--- src/rtl/uart_pkg.sv ---
// rtl/uart_pkg.sv - shared UART transmitter state encoding and parity-type constants
package uart_pkg;

  typedef enum logic [2:0] {
    ST_IDLE   = 3'd0,
    ST_START  = 3'd1,
    ST_DATA   = 3'd2,
    ST_PARITY = 3'd3,
    ST_STOP1  = 3'd4,
    ST_STOP2  = 3'd5
  } tx_state_e;

  localparam logic PAR_EVEN = 1'b0;
  localparam logic PAR_ODD  = 1'b1;

endpackage

--- src/rtl/uart_parity_calc.sv ---
// rtl/uart_parity_calc.sv - even/odd parity bit over one data word
module uart_parity_calc
  import uart_pkg::*;
#(
  parameter int DATA_WIDTH = 8
) (
  input  logic [DATA_WIDTH-1:0] data,
  input  logic                  par_type,
  output logic                  par_bit
);

  assign par_bit = (par_type == PAR_ODD) ? ~(^data) : (^data);

endmodule

--- src/rtl/uart_tx_core.sv ---
// rtl/uart_tx_core.sv - UART transmitter with one-entry holding register and per-word framing
module uart_tx_core
  import uart_pkg::*;
#(
  parameter int DATA_WIDTH = 8
) (
  input  logic                  CLK,
  input  logic                  RST,
  input  logic                  TICK,
  input  logic [DATA_WIDTH-1:0] P_DATA,
  input  logic                  DATA_VALID,
  output logic                  DATA_READY,
  input  logic                  PAR_EN,
  input  logic                  PAR_TYP,
  input  logic                  STOP2,
  output logic                  TX_OUT,
  output logic                  BUSY,
  output logic                  FRAME_DONE
);

  localparam int CNT_W = $clog2(DATA_WIDTH);
  localparam logic [CNT_W-1:0] CNT_LAST = CNT_W'(DATA_WIDTH - 1);

  tx_state_e state_q, state_nxt;

  logic                  hold_full;
  logic [DATA_WIDTH-1:0] hold_data;
  logic                  hold_par_en;
  logic                  hold_par_typ;
  logic                  hold_stop2;

  logic [DATA_WIDTH-1:0] shift_q;
  logic [CNT_W-1:0]      cnt_q;
  logic                  frame_par_en;
  logic                  frame_stop2;
  logic                  par_q;
  logic                  tx_q;

  logic tx_nxt;
  logic load;
  logic shift_en;
  logic frame_end;
  logic accept;
  logic par_calc;

  assign accept     = DATA_VALID && !hold_full;
  assign DATA_READY = !hold_full;
  assign BUSY       = (state_q != ST_IDLE) || hold_full;
  assign TX_OUT     = tx_q;
  assign FRAME_DONE = frame_end;

  uart_parity_calc #(.DATA_WIDTH(DATA_WIDTH)) u_parity (
    .data     (hold_data),
    .par_type (hold_par_typ),
    .par_bit  (par_calc)
  );

  always_ff @(posedge CLK or negedge RST) begin
    if (!RST) begin
      state_q <= ST_IDLE;
      tx_q    <= 1'b1;
    end else begin
      state_q <= state_nxt;
      tx_q    <= tx_nxt;
    end
  end

  // tx_nxt is the level of the bit that begins at this edge, keeping TX_OUT a pure flop
  always_comb begin
    state_nxt = state_q;
    tx_nxt    = tx_q;
    load      = 1'b0;
    shift_en  = 1'b0;
    frame_end = 1'b0;
    case (state_q)
      ST_IDLE: begin
        if (TICK && hold_full) begin
          load      = 1'b1;
          state_nxt = ST_START;
          tx_nxt    = 1'b0;
        end
      end
      ST_START: begin
        if (TICK) begin
          state_nxt = ST_DATA;
          tx_nxt    = shift_q[0];
        end
      end
      ST_DATA: begin
        if (TICK) begin
          shift_en = 1'b1;
          if (cnt_q == CNT_LAST) begin
            state_nxt = frame_par_en ? ST_PARITY : ST_STOP1;
            tx_nxt    = frame_par_en ? par_q : 1'b1;
          end else begin
            tx_nxt = shift_q[1];
          end
        end
      end
      ST_PARITY: begin
        if (TICK) begin
          state_nxt = ST_STOP1;
          tx_nxt    = 1'b1;
        end
      end
      ST_STOP1: begin
        if (TICK) begin
          if (frame_stop2) begin
            state_nxt = ST_STOP2;
            tx_nxt    = 1'b1;
          end else begin
            frame_end = 1'b1;
          end
        end
      end
      ST_STOP2: begin
        if (TICK) frame_end = 1'b1;
      end
      default: begin
        state_nxt = ST_IDLE;
        tx_nxt    = 1'b1;
      end
    endcase
    if (frame_end) begin
      if (hold_full) begin
        load      = 1'b1;
        state_nxt = ST_START;
        tx_nxt    = 1'b0;
      end else begin
        state_nxt = ST_IDLE;
        tx_nxt    = 1'b1;
      end
    end
  end

  // Load and accept are mutually exclusive: load needs a full holder, accept an empty one
  always_ff @(posedge CLK or negedge RST) begin
    if (!RST) begin
      hold_full    <= 1'b0;
      hold_data    <= '0;
      hold_par_en  <= 1'b0;
      hold_par_typ <= 1'b0;
      hold_stop2   <= 1'b0;
    end else if (load) begin
      hold_full <= 1'b0;
    end else if (accept) begin
      hold_full    <= 1'b1;
      hold_data    <= P_DATA;
      hold_par_en  <= PAR_EN;
      hold_par_typ <= PAR_TYP;
      hold_stop2   <= STOP2;
    end
  end

  always_ff @(posedge CLK or negedge RST) begin
    if (!RST) begin
      shift_q      <= '0;
      cnt_q        <= '0;
      frame_par_en <= 1'b0;
      frame_stop2  <= 1'b0;
      par_q        <= 1'b0;
    end else if (load) begin
      shift_q      <= hold_data;
      cnt_q        <= '0;
      frame_par_en <= hold_par_en;
      frame_stop2  <= hold_stop2;
      par_q        <= par_calc;
    end else if (shift_en) begin
      shift_q <= shift_q >> 1;
      cnt_q   <= (cnt_q == CNT_LAST) ? '0 : cnt_q + CNT_W'(1);
    end
  end

endmodule

--- config.mk ---
export PLATFORM = sky130hd
export DESIGN_NAME = uart_tx_core
export DESIGN_NICKNAME = d
export VERILOG_FILES = /design/src/rtl/uart_pkg.sv /design/src/rtl/uart_parity_calc.sv /design/src/rtl/uart_tx_core.sv
export SDC_FILE = /design/constraint.sdc
export NUM_CORES = 1
export LEC_CHECK = 0
export CORE_ASPECT_RATIO = 1.5
export CORE_MARGIN = 8
export CORE_UTILIZATION = 58
export DETAILED_ROUTE_END_ITERATION = 7
export PLACE_DENSITY = 0.89
export SLEW_MARGIN = 20
export SYNTH_ARGS = -nofsm -noshare
export SYNTH_HDL_FRONTEND = slang
export SYNTH_SLANG_ARGS = --single-unit
--- constraint.sdc ---
create_clock -name CLK -period 4.13 [get_ports CLK]
set_clock_uncertainty 0.15 [all_clocks]
set_input_delay 0.413 -clock CLK [delete_from_list [all_inputs] [get_ports CLK]]
set_output_delay 0.413 -clock CLK [all_outputs]
set_load 0.1 [all_outputs]
==> metrics.cfg, run 1 <==
[setup_path]
cp_max_fo = 13
criticalPathCategory = reg2out
crit_path_end = BUSY
critPathCaptureType = output pin
rr_startpoint = state_q[1]$_DFFE_PN0P_
cp.arrival_ns = 2.43
startpoint_type = flip-flop
critPathLaunch = state_q[1]$_DFFE_PN0P_
worstPathRequired_ns = 3.57
rrSetupSlack_ns = 2.14
reg2reg_depth = 4
r2r-end = par_q$_DFFE_PN0N_

[synth]
synthCells = 146
synth_cell_types = 35
ys_warn_count = 0
ys_async_sr_fraction_pct = 100
synth_area_mm2 = 0.00150
synthMostInstantiatedCell = nand2_1
syn-mean-instance-area_um2 = 10.2
synth.net_count = 163
ys_ff_latch = 30
synth_edf_count = 0
synth.top_cells.by_count = nand2_1 (32), dfrtp_1 (29), mux2_2 (11)
synth_top_area_share_pct = 48.5
synth.largest_area_cell = dfrtp_1
yosys-top-cells-area = dfrtp_1 (49%), mux2_2 (8.3%), nand2_1 (8.0%), a21oi_1 (3.0%), nor2_1 (2.5%)
synth-seq-area-share_pct = 50.3
synth_flop_cell = dfrtp_1

[clock_tree]
hold_buffers = 0
cts_root_buf = clkbuf_4
cts_buffers = 5
htreeDepth = 2
clk_path_buf_depth = 2
cts_setup_buffers = 0
ctsResizeCount = 0
numClockSinks = 30
clock_latency_ns = 0.32
cts_tree = done
clkTransAtPathRegs_ns = 0.09

[grt]
grtUsageTotal_pct = 14.2
grt_pass1_vias = 1139
grt_start_max_net_pins = 31
grt_util_met1_pct = 15.3
grt_overflow = 0
gr-usage-met2_pct = 23.2
antenna_found_initial = 0
grt_pass1_wl_um = 5020
gr-usage-met3_pct = 5.71
gr-max-usage-layer = met2

[layout]
fillers = 181
drive_gt1_share_pct = 15.2
synthToLayoutAreaGrowth_pct = 16.3
diodes = 0
final_net_count = 181
regArea_um2 = 752
multi_input_area_um2 = 678

[die]
die-area_mm2 = 0.00449
die_y_um = 78.2
io_pins = 19
die_x_um = 57.5
coreArea_mm2 = 0.00245
row_count = 22
start_util_pct = 61.0

[sta]
slew_headroom_pct = 35.4
hold_slack_ns = 0.314
max_freq_ghz = 0.334
final-hold-violation-count = 0
fin_crit_ns = 3.00
tightest_slew_ns = 0.967
finalMaxSlewViolations = 0
period_share_pct = 72.5
grt_setup_unrepaired = no
setup_tns_ns = 0
finalSetupViolCount = 0

[detailed_routing]
via_per_inst = 6.05
vias = 1143
postRouteAntennaNets = 0
drc = 0
routed_wl_um = 2990
drtIter0Drc = 59
drtPass1Iterations = 4
wl_per_cell_um = 15.8

[power_and_ir_drop]
vdd_drop_max_mv = 0.622
power_density_mw_per_mm2 = 825
leakage_uw = 0.000784

[placement]
hpwl_um = 2230
place.gp.congestion = 1.00
io_buffers = 18

[job]
maxCapViolCount = 0

[outcome]
status = complete, no violations

[worst_hold_path]
hp-class = in2async

kinds of logic (layout without fill, tap and decap cells):
kind of cell | Yosys count | in the layout | share of synthesized area (%)
AOI/OAI and AO/OA | 25 | 25 | 11.9
xor gates and xnor gates | 7 | 7 | 5.02
adders and majority gates | 2 | 2 | 1.67
buffers and inverters | 12 | 31 | 4.35
DFF | 30 | 30 | 50.3
muxes | 12 | 12 | 8.95
and+or+nand+nor | 58 | 58 | 17.8
layout make-up:
type / instances / share of cell area (%)
clock buffers: 8 / 4.53
inverters: 4 / 0.863
multi-input cells: 104 / 39.0
flip-flops and latches: 30 / 43.2
well taps: 24 / 1.73
repair buffers: 19 / 10.6
worst max-delay path, stage by stage (launching register included):
cell	delay, ns
dfrtp_1	0.52
or4_4	0.60
clkdlybuf4s50_1	0.99
how the worst min path moves through the flow:
stage,from,end,slack (ns),depth (start not counted)
2_1_floorplan,RST,cnt_q[0]$_DFFE_PN0P_,-0.03,0
3_3_place_gp,hold_par_en$_DFFE_PN0P_,frame_par_en$_DFFE_PN0N_,0.29,2
3_5_place_dp,hold_stop2$_DFFE_PN0P_,frame_stop2$_DFFE_PN0N_,0.30,2
4_1_cts,RST,hold_full$_DFFE_PN0P_,0.32,2
5_1_grt,hold_stop2$_DFFE_PN0P_,frame_stop2$_DFFE_PN0N_,0.32,2
6_report,RST,hold_full$_DFFE_PN0P_,0.31,2
metal layers:
layer	wire length (µm)	share of wire (%)
met4	84	2.8
met1	1170	39
met3	201	6.7
met5	0	0
met2	1540	51
flip-flops by register name (all words and copies together) (netlist names):
| name | flops |
|---|---|
| hold_full | 1 |
| cnt_q | 3 |
| hold_par_en | 1 |
| hold_par_typ | 1 |
| hold_data | 8 |
| state_q | 3 |
| TX_OUT | 1 |
| frame_stop2 | 1 |
| hold_stop2 | 1 |
| frame_par_en | 1 |
| par_q | 1 |
| shift_q | 8 |
cells in the final DEF (no fill, tap or decap), types with 2 or more instances in the layout:
master and n:
o21ai_0 2, a21oi_1 9, buf_4 2, a22oi_1 2, nor2_1 10, xnor2_1 4
clkbuf_4 5, inv_1 4, dfrtp_1 29, a31oi_1 5, ha_1 2, nand2_1 32
clkbuf_8 3, nand3b_1 3, nor2b_1 2, mux2_2 11, nand3_1 4, xor2_1 2
clkdlybuf4s50_1 17
metrics by stage:
| stage | utilization (%) | power, µW | cell area (µm²) | cells | setup slack (ns) |
|---|---|---|---|---|---|
| 2_1_floorplan | - | 1100 | 1500 | 146 | 1.25 |
| 3_3_place_gp | 67.8 | 1180 | 1660 | 181 | 1.54 |
| 3_5_place_dp | 67.8 | 1230 | 1660 | 181 | 1.50 |
| 4_1_cts | 71.0 | 1440 | 1740 | 189 | 1.12 |
| 5_1_grt | 71.0 | 1530 | 1740 | 189 | 1.05 |
| 6_report | 71.0 | 1440 | 1740 | 189 | 1.13 |
where the power goes:
| part | total, µW | switching (µW) | internal, µW |
|---|---|---|---|
| clock | 214 | 97.9 | 116 |
| combinational | 651 | 350 | 300 |
| sequential | 571 | 133 | 437 |
Note: power is estimated with default switching activity, not from simulation.
==> run 2: changes to the inputs <==
--- a/config.mk
+++ b/config.mk
@@ -7,9 +7,9 @@
 export LEC_CHECK = 0
 export CORE_ASPECT_RATIO = 1.5
 export CORE_MARGIN = 8
-export CORE_UTILIZATION = 58
+export CORE_UTILIZATION = 49
 export DETAILED_ROUTE_END_ITERATION = 7
-export PLACE_DENSITY = 0.89
+export PLACE_DENSITY = 0.81
 export SLEW_MARGIN = 20
 export SYNTH_ARGS = -nofsm -noshare
 export SYNTH_HDL_FRONTEND = slang
==> constraint.sdc (replaced) <==
create_clock -name CLK -period 2.5 [get_ports CLK]
set_clock_uncertainty 0.15 [all_clocks]
set_input_delay 0.25 -clock CLK [delete_from_list [all_inputs] [get_ports CLK]]
set_output_delay 0.25 -clock CLK [all_outputs]
set_load 0.1 [all_outputs]
==> metrics.cfg, run 2 (synthesis results as in run 1) <==
[detailed_routing]
wl_per_cell_um = 14.7
drtIter0Drc = 47
postRouteAntennaNets = 0
vias = 1142
drtPass1Iterations = 4
routed_wl_um = 3030
via_per_inst = 5.54
drc = 0

[placement]
pre_cts_ws_ns = 0.506
io_buffers = 18
hpwl_um = 2190
place.gp.congestion = 0.885
dp_cells = 198

[die]
start_util_pct = 51.3
row_count = 24
die_x_um = 61.1
die_y_um = 83.7
io_pins = 19
coreArea_mm2 = 0.00291
die-area_mm2 = 0.00511

[power_and_ir_drop]
leakage_uw = 0.000811
vdd_drop_max_mv = 0.760
p_total_uw = 2480
power_density_mw_per_mm2 = 1370

[sta]
setup_tns_ns = 0
setup_slack_ns = 0.468
finalSetupViolCount = 0
slew_headroom_pct = 71.2
finalMaxSlewViolations = 0
hold_slack_ns = 0.203
period_share_pct = 81.3
max_freq_ghz = 0.492
grt_setup_unrepaired = no
final-hold-violation-count = 0
tightest_slew_ns = 0.430
fin_crit_ns = 2.03

[worst_hold_path]
hp-class = in2async

[clock_tree]
htreeDepth = 2
numClockSinks = 30
clock_latency_ns = 0.28
ctsResizeCount = 0
clk_path_buf_depth = 2
cts_root_buf = clkbuf_8
cts_tree = done
hold_buffers = 0
cts_setup_buffers = 0
clkTransAtPathRegs_ns = 0.06
cts_buffers = 5

[grt]
grt_overflow = 0
grt_start_max_net_pins = 31
grt_pass1_wl_um = 5350
grtUsageTotal_pct = 13.9
antenna_found_initial = 0
grt_pass1_vias = 1201

[outcome]
status = complete, no violations

[layout]
synthToLayoutAreaGrowth_pct = 21.3
diodes = 0
final_net_count = 183
final_cell_mix = nand2_1 (32), dfrtp_1 (29), clkdlybuf4s50_1 (14)
final_common_cell = nand2_1
largestRegisters = hold_data (8), shift_q (8)
drive_gt1_share_pct = 18.6
finalNonFillerCells = 206

[setup_path]
rrSetupSlack_ns = 0.58
criticalPathCategory = reg2out
startpoint_type = flip-flop
reg2reg_depth = 4
worstPathRequired_ns = 2.10
cp.arrival_ns = 1.63
critPathCaptureType = output pin
cp_max_fo = 13

[job]
maxCapViolCount = 0

## run 2: worst max-delay path: stages, from the launching register on
cell and delay [ns]:
dfrtp_1 0.51, or4_4 0.59, buf_4 0.25
## run 2: path summary, 6_finish.rpt
path                                    startpoint                  endpoint
max                         state_q[1]$_DFFE_PN0P_                      BUSY
max reg2reg                 state_q[0]$_DFFE_PN0P_      cnt_q[0]$_DFFE_PN0P_
min in group CLK           hold_par_en$_DFFE_PN0P_  frame_par_en$_DFFE_PN0N_
max in group asynchronous                      RST        TX_OUT$_DFFE_PN1P_
min                                            RST    shift_q[7]$_DFFE_PN0P_
min reg2reg                hold_par_en$_DFFE_PN0P_  frame_par_en$_DFFE_PN0N_
## run 2: cell type report
cell class,count,area (µm²)
Clock buffer,8,110
Multi-Input combinational cell,104,682
Inverter,4,15.0
Sequential cell,30,752
Timing Repair Buffer,21,205
Tap cell,39,48.8
Fill cell,239,1100
## run 2: stage by stage
step                cell area (µm²)  util, %
floorplan                      1500        -
global placement               1700     58.5
detailed placement             1700     58.5
CTS                            1810     62.2
global route                   1810     62.2
finish                         1810     62.2
## run 2: power breakdown
part	internal (µW)	total (µW)	leakage [µW]	switching, µW
Sequential	725	946	0.000362	221
Clock	278	456	0.0000575	179
Combinational	507	1080	0.000392	571
Total	1510	2480	0.000811	970
## run 2: routing by layer
layer / global-route usage (%) / vias up / wire length [µm]
met5: 0 / - / 0
met4: 8.96 / 0 / 97
met3: 5.40 / 8 / 166
met2: 22.4 / 32 / 1610
met1: 13.9 / 559 / 1160
li1: - / 543 / -
==> run 3: changes to the inputs <==
==> constraint.sdc (replaced) <==
create_clock -name CLK -period 1.85 [get_ports CLK]
set_clock_uncertainty 0.15 [all_clocks]
set_input_delay 0.185 -clock CLK [delete_from_list [all_inputs] [get_ports CLK]]
set_output_delay 0.185 -clock CLK [all_outputs]
set_load 0.1 [all_outputs]
==> metrics.cfg, run 3 (synthesis results as in run 1) <==
[layout]
final_cell_mix = nand2_1 (32), dfrtp_1 (27), clkdlybuf4s50_1 (14)
largestRegisters = hold_data (8), shift_q (8)
regArea_um2 = 754
finalNonFillerCells = 213
synthToLayoutAreaGrowth_pct = 26.7
multi_input_area_um2 = 689
drive_gt1_share_pct = 22.4
fillers = 229
diodes = 0
final_common_cell = nand2_1
final_net_count = 190

[clock_tree]
htreeDepth = 2
clock_latency_ns = 0.28
cts_root_buf = clkbuf_8
cts_tree = done
numClockSinks = 30
clk_path_buf_depth = 2
cts_buffers = 5
clkTransAtPathRegs_ns = 0.06

[sta]
max_freq_ghz = 0.549
grt_setup_unrepaired = no
hold_slack_ns = 0.145
setup_slack_ns = 0.0293
finalSetupViolCount = 0
setup_tns_ns = 0
tightest_slew_ns = 0.370
slew_headroom_pct = 75.3
finalMaxSlewViolations = 0
period_share_pct = 98.4
fin_crit_ns = 1.82
final-hold-violation-count = 0

[die]
die_x_um = 61.1
row_count = 24
die-area_mm2 = 0.00511
start_util_pct = 51.3
die_y_um = 83.7
io_pins = 19
coreArea_mm2 = 0.00291

[detailed_routing]
wirelength_met1_um = 1160
drtIter0Drc = 23
via_per_inst = 5.43
route.met3.wl_um = 203
wl_per_cell_um = 14.5
routed.top_layer = met4
drc = 0
met2_length_um = 1630
routed_wl_um = 3080
vias = 1156
drtPass1Iterations = 4
postRouteAntennaNets = 0

[power_and_ir_drop]
leakage_uw = 0.000850
power_density_mw_per_mm2 = 1810
p_total_uw = 3430
vdd_drop_max_mv = 1.21

[placement]
hpwl_um = 2260
io_buffers = 18
dp_cells = 202
place.gp.congestion = 0.983
pre_cts_ws_ns = 0.0310

[setup_path]
criticalPathCategory = reg2out
cp.arrival_ns = 1.49
cp_max_fo = 10
critPathCaptureType = output pin
crit_chain = or4_4 -> buf_12
worstPathRequired_ns = 1.51
startpoint_type = flip-flop
cp_slowest_cell = or4_4
crit_buf_inv = 1
critPathTopFamily = simple AND/OR/NAND/NOR gates
slowest_delay_ns = 0.54

[outcome]
status = complete, no violations

[grt]
grt_start_max_net_pins = 31
antenna_found_initial = 0
grtUsageTotal_pct = 13.9
grt_pass1_vias = 1167
grt_pass1_wl_um = 5330
grt_overflow = 0

[job]
maxCapViolCount = 0

[worst_hold_path]
hp-class = in2async

run 3: cell types whose count changed in the layout (fill, tap and decap cells not counted), moves of 2 or more:
cell	delta
buf_4	+4
dfrtp_2	+2
clkbuf_8	-2
buf_12	+3
dfrtp_1	-2
run 3: layout make-up:
class | instances | share of cell area (%)
Tap cell | 39 | 2.58
Sequential cell | 30 | 39.8
Inverter | 4 | 0.793
Timing Repair Buffer | 28 | 15.6
Clock inverter | 1 | 0.264
Multi-Input combinational cell | 104 | 36.4
Clock buffer | 7 | 4.56
run 3: path summary, 6_finish.rpt:
| kind | start | cells past startpoint | end | slack (ns) |
|---|---|---|---|---|
| max in group asynchronous | RST | 2 | TX_OUT$_DFFE_PN1P_ | 1.10 |
| worst max-delay path | state_q[0]$_DFFE_PN0P_ | 2 | BUSY | 0.03 |
| min in group CLK | DATA_VALID | 3 | hold_full$_DFFE_PN0P_ | 0.33 |
| worst min register to register | par_q$_DFFE_PN0N_ | 2 | par_q$_DFFE_PN0N_ | 0.33 |
| worst min-delay path | RST | 2 | state_q[2]$_DFFE_PN0P_ | 0.14 |
| worst max register to register | cnt_q[0]$_DFFE_PN0P_ | 6 | TX_OUT$_DFFE_PN1P_ | 0.15 |
run 3: worst register-to-register path, stage by stage (launching register included):
cell and delay (ns):
dfrtp_1 0.40, ha_1 0.20, ha_1 0.21, and3b_1 0.17, o21ai_0 0.13, a21oi_1 0.09
o31ai_1 0.25
run 3: through the flow:
step	utilization [%]	area (µm²)
after global placement	61.0	1780
after global routing	65.0	1890
after floorplan	-	1510
final	65.0	1890
after CTS	64.5	1880
after detailed placement	61.0	1780
run 3: power breakdown:
part / switching [µW] / internal, µW
logic: 837 / 803
clock network: 235 / 299
registers: 267 / 985
total: 1340 / 2090
run 3: layer usage:
layer,up-vias,GRT usage (%)
li1,554,-
met1,559,14.4
met2,36,21.9
met3,7,5.40
met4,0,9.17
met5,-,0
run 3: timing repair:
action                     in CTS  in global routing
resized for setup               2                  0
hold buffers                    0                  0
setup endpoints to repair       1                  1
buffers inserted                1                  2
